<file path="src/rtl/spi_master_multi.sv">
// SPI master with several chip selects, selectable mode, bit order and per-transaction
// length in bytes. Every setting is latched at start, so the bus stays stable mid-transfer.
module spi_master_multi #(
    parameter int DATA_W   = 32,
    parameter int CS_COUNT = 4,
    parameter int DIV_W    = 8,
    localparam int SEL_W   = (CS_COUNT > 1) ? $clog2(CS_COUNT) : 1,
    localparam int LEN_W   = (DATA_W / 8 > 1) ? $clog2(DATA_W / 8) : 1
) (
    input  logic                clk,
    input  logic                rst,
    input  logic                start,
    input  logic [SEL_W-1:0]    cs_sel,
    input  logic [LEN_W-1:0]    len,
    input  logic [DIV_W-1:0]    div,
    input  logic                cpol,
    input  logic                cpha,
    input  logic                lsb_first,
    input  logic [DATA_W-1:0]   tx_data,
    output logic [DATA_W-1:0]   rx_data,
    output logic                busy,
    output logic                done,
    output logic                err,
    output logic                sclk,
    output logic                mosi,
    input  logic                miso,
    output logic [CS_COUNT-1:0] cs_n
);

    localparam int IDX_W  = LEN_W + 3;
    localparam int ECNT_W = IDX_W + 2;
    localparam logic [SEL_W:0] CS_LIMIT = CS_COUNT[SEL_W:0];

    typedef enum logic [1:0] {
        ST_IDLE,
        ST_SETUP,
        ST_XFER,
        ST_HOLD
    } state_t;

    state_t              state;
    logic [DIV_W-1:0]    cnt;
    logic [ECNT_W-1:0]   ecnt;
    logic [LEN_W-1:0]    len_l;
    logic [DIV_W-1:0]    div_l;
    logic                cpha_l;
    logic                lsb_l;
    logic [DATA_W-1:0]   tx_l;
    logic [DATA_W-1:0]   rx_shift;

    logic                cs_ok;
    logic                last_edge;
    logic [IDX_W-1:0]    k;

    // The k-th bit on the wire lives at k (LSB first) or N-1-k (MSB first); rx uses the same map.
    function automatic logic [IDX_W-1:0] bit_pos(input logic lsb, input logic [LEN_W-1:0] l,
                                                 input logic [IDX_W-1:0] idx);
        return lsb ? idx : ({l, 3'b111} - idx);
    endfunction

    assign cs_ok     = ({1'b0, cs_sel} < CS_LIMIT);
    assign k         = ecnt[IDX_W:1];
    assign last_edge = (ecnt == {1'b0, len_l, 4'b1111});

    // NOTE: every register, shift and latch registers included, sits in the async reset branch
    // so the first start after reset behaves exactly like the first start after power-up.
    always_ff @(posedge clk or negedge rst) begin
        if (!rst) begin
            state    <= ST_IDLE;
            cnt      <= '0;
            ecnt     <= '0;
            len_l    <= '0;
            div_l    <= '0;
            cpha_l   <= 1'b0;
            lsb_l    <= 1'b0;
            tx_l     <= '0;
            rx_shift <= '0;
            rx_data  <= '0;
            busy     <= 1'b0;
            done     <= 1'b0;
            err      <= 1'b0;
            sclk     <= 1'b0;
            mosi     <= 1'b0;
            cs_n     <= '1;
        end else begin
            // NOTE: pulses default low here, so each assignment below lasts exactly one cycle.
            done <= 1'b0;
            err  <= 1'b0;
            case (state)
                ST_IDLE: begin
                    if (start) begin
                        if (cs_ok) begin
                            state    <= ST_SETUP;
                            busy     <= 1'b1;
                            cs_n     <= ~(CS_COUNT'(1) << cs_sel);
                            sclk     <= cpol;
                            len_l    <= len;
                            div_l    <= div;
                            cpha_l   <= cpha;
                            lsb_l    <= lsb_first;
                            tx_l     <= tx_data;
                            rx_shift <= '0;
                            cnt      <= '0;
                            ecnt     <= '0;
                            mosi     <= cpha ? 1'b0 : tx_data[bit_pos(lsb_first, len, IDX_W'(0))];
                        end else begin
                            err <= 1'b1;
                        end
                    end
                end
                ST_SETUP: begin
                    if (cnt == div_l) begin
                        cnt   <= '0;
                        state <= ST_XFER;
                    end else begin
                        cnt <= cnt + 1'b1;
                    end
                end
                ST_XFER: begin
                    if (cnt == div_l) begin
                        cnt  <= '0;
                        sclk <= ~sclk;
                        ecnt <= ecnt + 1'b1;
                        // ecnt[0]==0 marks a leading edge; cpha picks which edge samples.
                        if (ecnt[0] == cpha_l)
                            rx_shift[bit_pos(lsb_l, len_l, k)] <= miso;
                        else if (cpha_l)
                            mosi <= tx_l[bit_pos(lsb_l, len_l, k)];
                        else if (!last_edge)
                            mosi <= tx_l[bit_pos(lsb_l, len_l, k + 1'b1)];
                        if (last_edge)
                            state <= ST_HOLD;
                    end else begin
                        cnt <= cnt + 1'b1;
                    end
                end
                ST_HOLD: begin
                    if (cnt == div_l) begin
                        state   <= ST_IDLE;
                        busy    <= 1'b0;
                        done    <= 1'b1;
                        rx_data <= rx_shift;
                        cs_n    <= '1;
                        mosi    <= 1'b0;
                        cnt     <= '0;
                    end else begin
                        cnt <= cnt + 1'b1;
                    end
                end
                default: state <= ST_IDLE;
            endcase
        end
    end

endmodule
</file>
<file path="config.mk">
export PLATFORM = sky130hd
export DESIGN_NAME = spi_master_multi
export DESIGN_NICKNAME = d
export VERILOG_FILES = /design/src/rtl/spi_master_multi.sv
export SDC_FILE = /design/constraint.sdc
export NUM_CORES = 1
export LEC_CHECK = 0
export CORE_ASPECT_RATIO = 0.9
export CORE_MARGIN = 3
export CORE_UTILIZATION = 50
export DETAILED_ROUTE_END_ITERATION = 6
export HOLD_SLACK_MARGIN = 0.15
export PLACE_DENSITY_LB_ADDON = 0.05
export SETUP_SLACK_MARGIN = 0.05
export SLEW_MARGIN = 15
export SYNTH_ARGS = -nofsm -noshare
export SYNTH_HDL_FRONTEND = slang
export SYNTH_SLANG_ARGS = --single-unit
</file>
<file path="constraint.sdc">
create_clock -name clk -period 3.15 [get_ports clk]
set_clock_uncertainty 0.2 [all_clocks]
set_input_delay 0.4725 -clock clk [delete_from_list [all_inputs] [get_ports clk]]
set_output_delay 0.4725 -clock clk [all_outputs]
set_load 0.01 [all_outputs]
</file>
==> impl_metrics.xml <==
<?xml version="1.0" encoding="UTF-8"?>
<metrics>
  <group name="status">
    <metric name="status" unit="">finished, final reports clean</metric>
  </group>
  <group name="clocking">
    <metric name="clk_transition_reported_paths" unit="ns">0.06</metric>
    <metric name="max-clock-path-buffers" unit="">2</metric>
    <metric name="clockRootBuffer" unit="">sky130_fd_sc_hd__clkbuf_16</metric>
    <metric name="htreeDepth" unit="">4</metric>
    <metric name="cts.sinks" unit="">133</metric>
    <metric name="numCtsBuffers" unit="">17</metric>
    <metric name="tritoncts" unit="">yes</metric>
    <metric name="clk-insertion-delay-late" unit="ns">0.42</metric>
    <metric name="cts_resized" unit="">0</metric>
  </group>
  <group name="yosys">
    <metric name="post_synth.cell_area_avg" unit="µm²">11.73</metric>
    <metric name="synth_simple_gate_area_share" unit="%">7.992</metric>
    <metric name="combinational_family_with_the_most_area_after_synthesis" unit="">multiplexers</metric>
    <metric name="ys_types" unit="">59</metric>
    <metric name="synthesis.area" unit="mm²">0.007217</metric>
    <metric name="yosys.area_share.adder" unit="%">1.734</metric>
    <metric name="postSynthNetCount" unit="">676</metric>
    <metric name="post_synth_inst_count" unit="">615</metric>
    <metric name="top_flip_flop_cell_by_instance_count_after_synthesis" unit="">sky130_fd_sc_hd__dfrtp_1</metric>
    <metric name="synthXorXnorAreaFrac" unit="%">3.693</metric>
    <metric name="synthMuxAreaShare" unit="%">22.64</metric>
    <metric name="synth.ff_latch_count" unit="">133</metric>
    <metric name="number_of_flops_mapped_to_enable_cells_by_yosys" unit="">0</metric>
    <metric name="ys_warn_count" unit="">0</metric>
    <metric name="async_reset_ff_share" unit="%">100.0</metric>
    <metric name="synth-compound-area-share" unit="%">14.01</metric>
    <metric name="yosysSeqAreaShare" unit="%">46.19</metric>
  </group>
  <group name="routing">
    <metric name="antenna_violating_nets_post_route" unit="">0</metric>
    <metric name="drt_first_pass_iters" unit="">4</metric>
    <metric name="vias" unit="">5228</metric>
    <metric name="route.detailed.wl_per_inst" unit="µm">17.52</metric>
    <metric name="totalWireLength" unit="µm">15800</metric>
    <metric name="post_detailed_route_drc_marker_count" unit="">0</metric>
    <metric name="drt-vias-per-instance" unit="">5.796</metric>
    <metric name="drt-initial-drc-count" unit="">352</metric>
  </group>
  <group name="die">
    <metric name="fp.dieH" unit="µm">120.0</metric>
    <metric name="std_cell_rows" unit="">41</metric>
    <metric name="die_w" unit="µm">132.6</metric>
    <metric name="initial_core_utilization" unit="%">51.34</metric>
    <metric name="io_pins" unit="">92</metric>
    <metric name="die_footprint" unit="mm²">0.01591</metric>
    <metric name="area_of_the_core_region" unit="mm²">0.01406</metric>
  </group>
  <group name="cells_and_area">
    <metric name="mostFrequentLayoutCell" unit="">sky130_fd_sc_hd__dfrtp_1</metric>
    <metric name="final_core_occ" unit="%">63.47</metric>
    <metric name="nFillCells" unit="">1102</metric>
    <metric name="final-seq-area" unit="mm²">0.003334</metric>
    <metric name="area_growth_syn_to_layout" unit="%">23.61</metric>
    <metric name="multi_input_comb_area" unit="mm²">0.003620</metric>
    <metric name="layout_common_cells" unit="">sky130_fd_sc_hd__dfrtp_1 (128), sky130_fd_sc_hd__clkdlybuf4s50_1 (89), sky130_fd_sc_hd__mux2_2 (79)</metric>
    <metric name="antenna_cells" unit="">0</metric>
    <metric name="layout-drive-gt1-share" unit="%">22.99</metric>
    <metric name="final_nets" unit="">757</metric>
  </group>
  <group name="worst_setup_path">
    <metric name="critical_path_required" unit="ns">3.25</metric>
    <metric name="r2r_start" unit="">ecnt[2]</metric>
    <metric name="setup.worst_path.start_class" unit="">flop</metric>
    <metric name="reg2reg_slack" unit="ns">0.38</metric>
    <metric name="worst_setup_path_end_kind" unit="">flop</metric>
    <metric name="critPathMaxFanout" unit="">27</metric>
    <metric name="rr_worst_depth" unit="">10</metric>
    <metric name="critPathArrivalTime" unit="ns">2.87</metric>
    <metric name="setup.worst_path.class" unit="">flop to flop</metric>
    <metric name="reg2reg_to" unit="">mosi</metric>
  </group>
  <group name="grt">
    <metric name="grt_antenna_before_repair" unit="">0</metric>
    <metric name="grt_overflow" unit="">0</metric>
    <metric name="pin_count_of_the_biggest_net_entering_global_routing" unit="">56</metric>
    <metric name="grtUsageTotal" unit="%">21.03</metric>
    <metric name="number_of_global_route_vias_before_repair" unit="">5234</metric>
    <metric name="grt_pass1_wl" unit="µm">27050</metric>
  </group>
  <group name="power_and_ir_drop">
    <metric name="seqPwrFrac" unit="%">34.8</metric>
    <metric name="comb_power_share" unit="%">37.7</metric>
    <metric name="p_switching" unit="mW">2.635</metric>
    <metric name="netSwitchingFraction" unit="%">35.04</metric>
    <metric name="totalPowerFinal" unit="mW">7.520</metric>
    <metric name="power_leakage" unit="nW">3.676</metric>
    <metric name="internal_power_summed_over_all_cells" unit="mW">4.884</metric>
    <metric name="power-per-cell-area" unit="mW/mm²">842.9</metric>
    <metric name="power.share.clock" unit="%">27.5</metric>
    <metric name="power.ir.vdd_worst" unit="mV">0.6386</metric>
  </group>
  <group name="min_path">
    <metric name="worst_hold_startpoint" unit="">cs_n[3]</metric>
    <metric name="min_delay_worst_endpoint" unit="">cs_n[3]</metric>
    <metric name="hp-class" unit="">flop to flop</metric>
    <metric name="hold_path_depth" unit="">2</metric>
  </group>
  <group name="sta">
    <metric name="post-route-min-period" unit="ns">2.774</metric>
    <metric name="max_slew.worst_pin.slew" unit="ns">1.074</metric>
    <metric name="slew_headroom" unit="%">26.34</metric>
    <metric name="achievable-frequency" unit="MHz">360.5</metric>
    <metric name="timing.final.hold_violations" unit="">0</metric>
    <metric name="layout_setup_ws" unit="ns">0.3763</metric>
    <metric name="setup_repair_after_global_routing_missed_its_margin" unit="">false</metric>
    <metric name="setup_total_negative_slack" unit="ns">0</metric>
    <metric name="period_share" unit="%">88.06</metric>
    <metric name="finalSetupViolCount" unit="">0</metric>
    <metric name="finalMaxSlewViolations" unit="">0</metric>
  </group>
  <group name="placement">
    <metric name="io_buffers" unit="">90</metric>
    <metric name="gpl.final_weighted_congestion" unit="">0.8252</metric>
    <metric name="hpwl" unit="µm">10960</metric>
    <metric name="dp_worst_setup_slack" unit="ns">0.4016</metric>
  </group>
  <group name="job">
    <metric name="drv_cap" unit="">0</metric>
  </group>
</metrics>
power by group through the flow:
stage	Sequential, mW	Clock, mW	Combinational [mW]
2_1_floorplan	2.49	0	2.10
3_3_place_gp	2.61	0	2.74
3_5_place_dp	2.64	0	2.80
4_1_cts	2.62	2.11	2.84
5_1_grt	2.68	2.18	3.11
6_report	2.62	2.07	2.83
how the worst max path moves through the flow:
stage	startpoint	to
after global routing	ecnt[1]	mosi
after global placement	ecnt[1]	mosi
after CTS	ecnt[1]	mosi
final	ecnt[2]	mosi
after detailed placement	ecnt[1]	mosi
after floorplan	ecnt[1]	mosi
kinds of logic (layout without fill, tap and decap cells):
group                      Yosys count  in the layout
buffers and inverters               54            148
adders and majority gates           10             10
AOI/OAI and AO/OA                  148            148
xor gates and xnor gates            27             27
DFF                                133            133
other                                1              1
muxes                              128            128
and+or+nand+nor                    114            114
worst max-delay path, cell delays in order, from the launching register on:
cell and delay, ns:
sky130_fd_sc_hd__dfrtp_1 0.35, sky130_fd_sc_hd__buf_4 0.31, sky130_fd_sc_hd__nand3_1 0.14, sky130_fd_sc_hd__xnor2_1 0.22, sky130_fd_sc_hd__ha_1 0.19, sky130_fd_sc_hd__xnor2_1 0.11, sky130_fd_sc_hd__nor2_1 0.06, sky130_fd_sc_hd__xnor2_1 0.38
sky130_fd_sc_hd__mux2i_1 0.24, sky130_fd_sc_hd__o211ai_1 0.10, sky130_fd_sc_hd__o32a_2 0.34
routing by layer:
layer  wire length [µm]  vias up  share of wire (%)  global-route usage (%)
met3                669       16                4.2                   4.317
li1                   -     2444                  -                       -
met2               7549      131                 48                   32.37
met5                  0        -                  0                       0
met1               7395     2637                 47                   30.14
met4                189        0                1.2                   6.688
area by class of cell:
| class | instances | share of cell area [%] |
|---|---|---|
| multi-input cells | 428 | 40.57 |
| flip-flops and latches | 133 | 37.38 |
| repair buffers | 107 | 11.95 |
| clock buffers | 19 | 5.077 |
| well taps | 193 | 2.707 |
| clock inverters | 13 | 1.935 |
| inverters | 9 | 0.3787 |
metrics by stage:
stage	instances	cell area (µm²)	hold WS (ns)
final	902	8921	0.2998
after global routing	902	8921	0.3128
after CTS	902	8921	0.3045
after detailed placement	869	8285	0.2921
after global placement	869	8285	0.2874
after floorplan	615	7217	-0.02309
state kept, by name, indices dropped and copies added (netlist names), 2 cells and up:
register,count
tx_l,32
rx_data,32
div_l,8
rx_shift,32
ecnt,7
state,2
cs_n,4
len_l,2
cnt,8
cells in the mapped netlist (7+ instances only):
cell type	instances	area, µm²
sky130_fd_sc_hd__xor2_1	7	61.31
sky130_fd_sc_hd__buf_2	9	45.04
sky130_fd_sc_hd__nand2_1	31	116.4
sky130_fd_sc_hd__o31ai_1	8	60.06
sky130_fd_sc_hd__o22ai_1	7	43.79
sky130_fd_sc_hd__o21a_1	24	180.2
sky130_fd_sc_hd__nand3_1	11	55.05
sky130_fd_sc_hd__o21ai_0	54	270.3
sky130_fd_sc_hd__mux4_2	19	427.9
sky130_fd_sc_hd__nand2b_1	10	62.56
sky130_fd_sc_hd__mux2_2	79	889.6
sky130_fd_sc_hd__o211ai_1	8	60.06
sky130_fd_sc_hd__clkbuf_1	24	90.09
sky130_fd_sc_hd__mux2i_1	29	290.3
sky130_fd_sc_hd__o221ai_1	9	78.83
sky130_fd_sc_hd__dfrtp_1	129	3228
sky130_fd_sc_hd__inv_1	9	33.78
sky130_fd_sc_hd__xnor2_1	18	157.7
sky130_fd_sc_hd__nor2_1	25	93.84
sky130_fd_sc_hd__ha_1	10	125.1
what timing repair did:
item,4_1_cts,5_1_grt
hold endpoints to repair,49,0
hold buffers,1,0
endpoints found under the setup margin,0,0
buffers inserted,0,0
No activity file was read; power rests on OpenSTA's default activity.
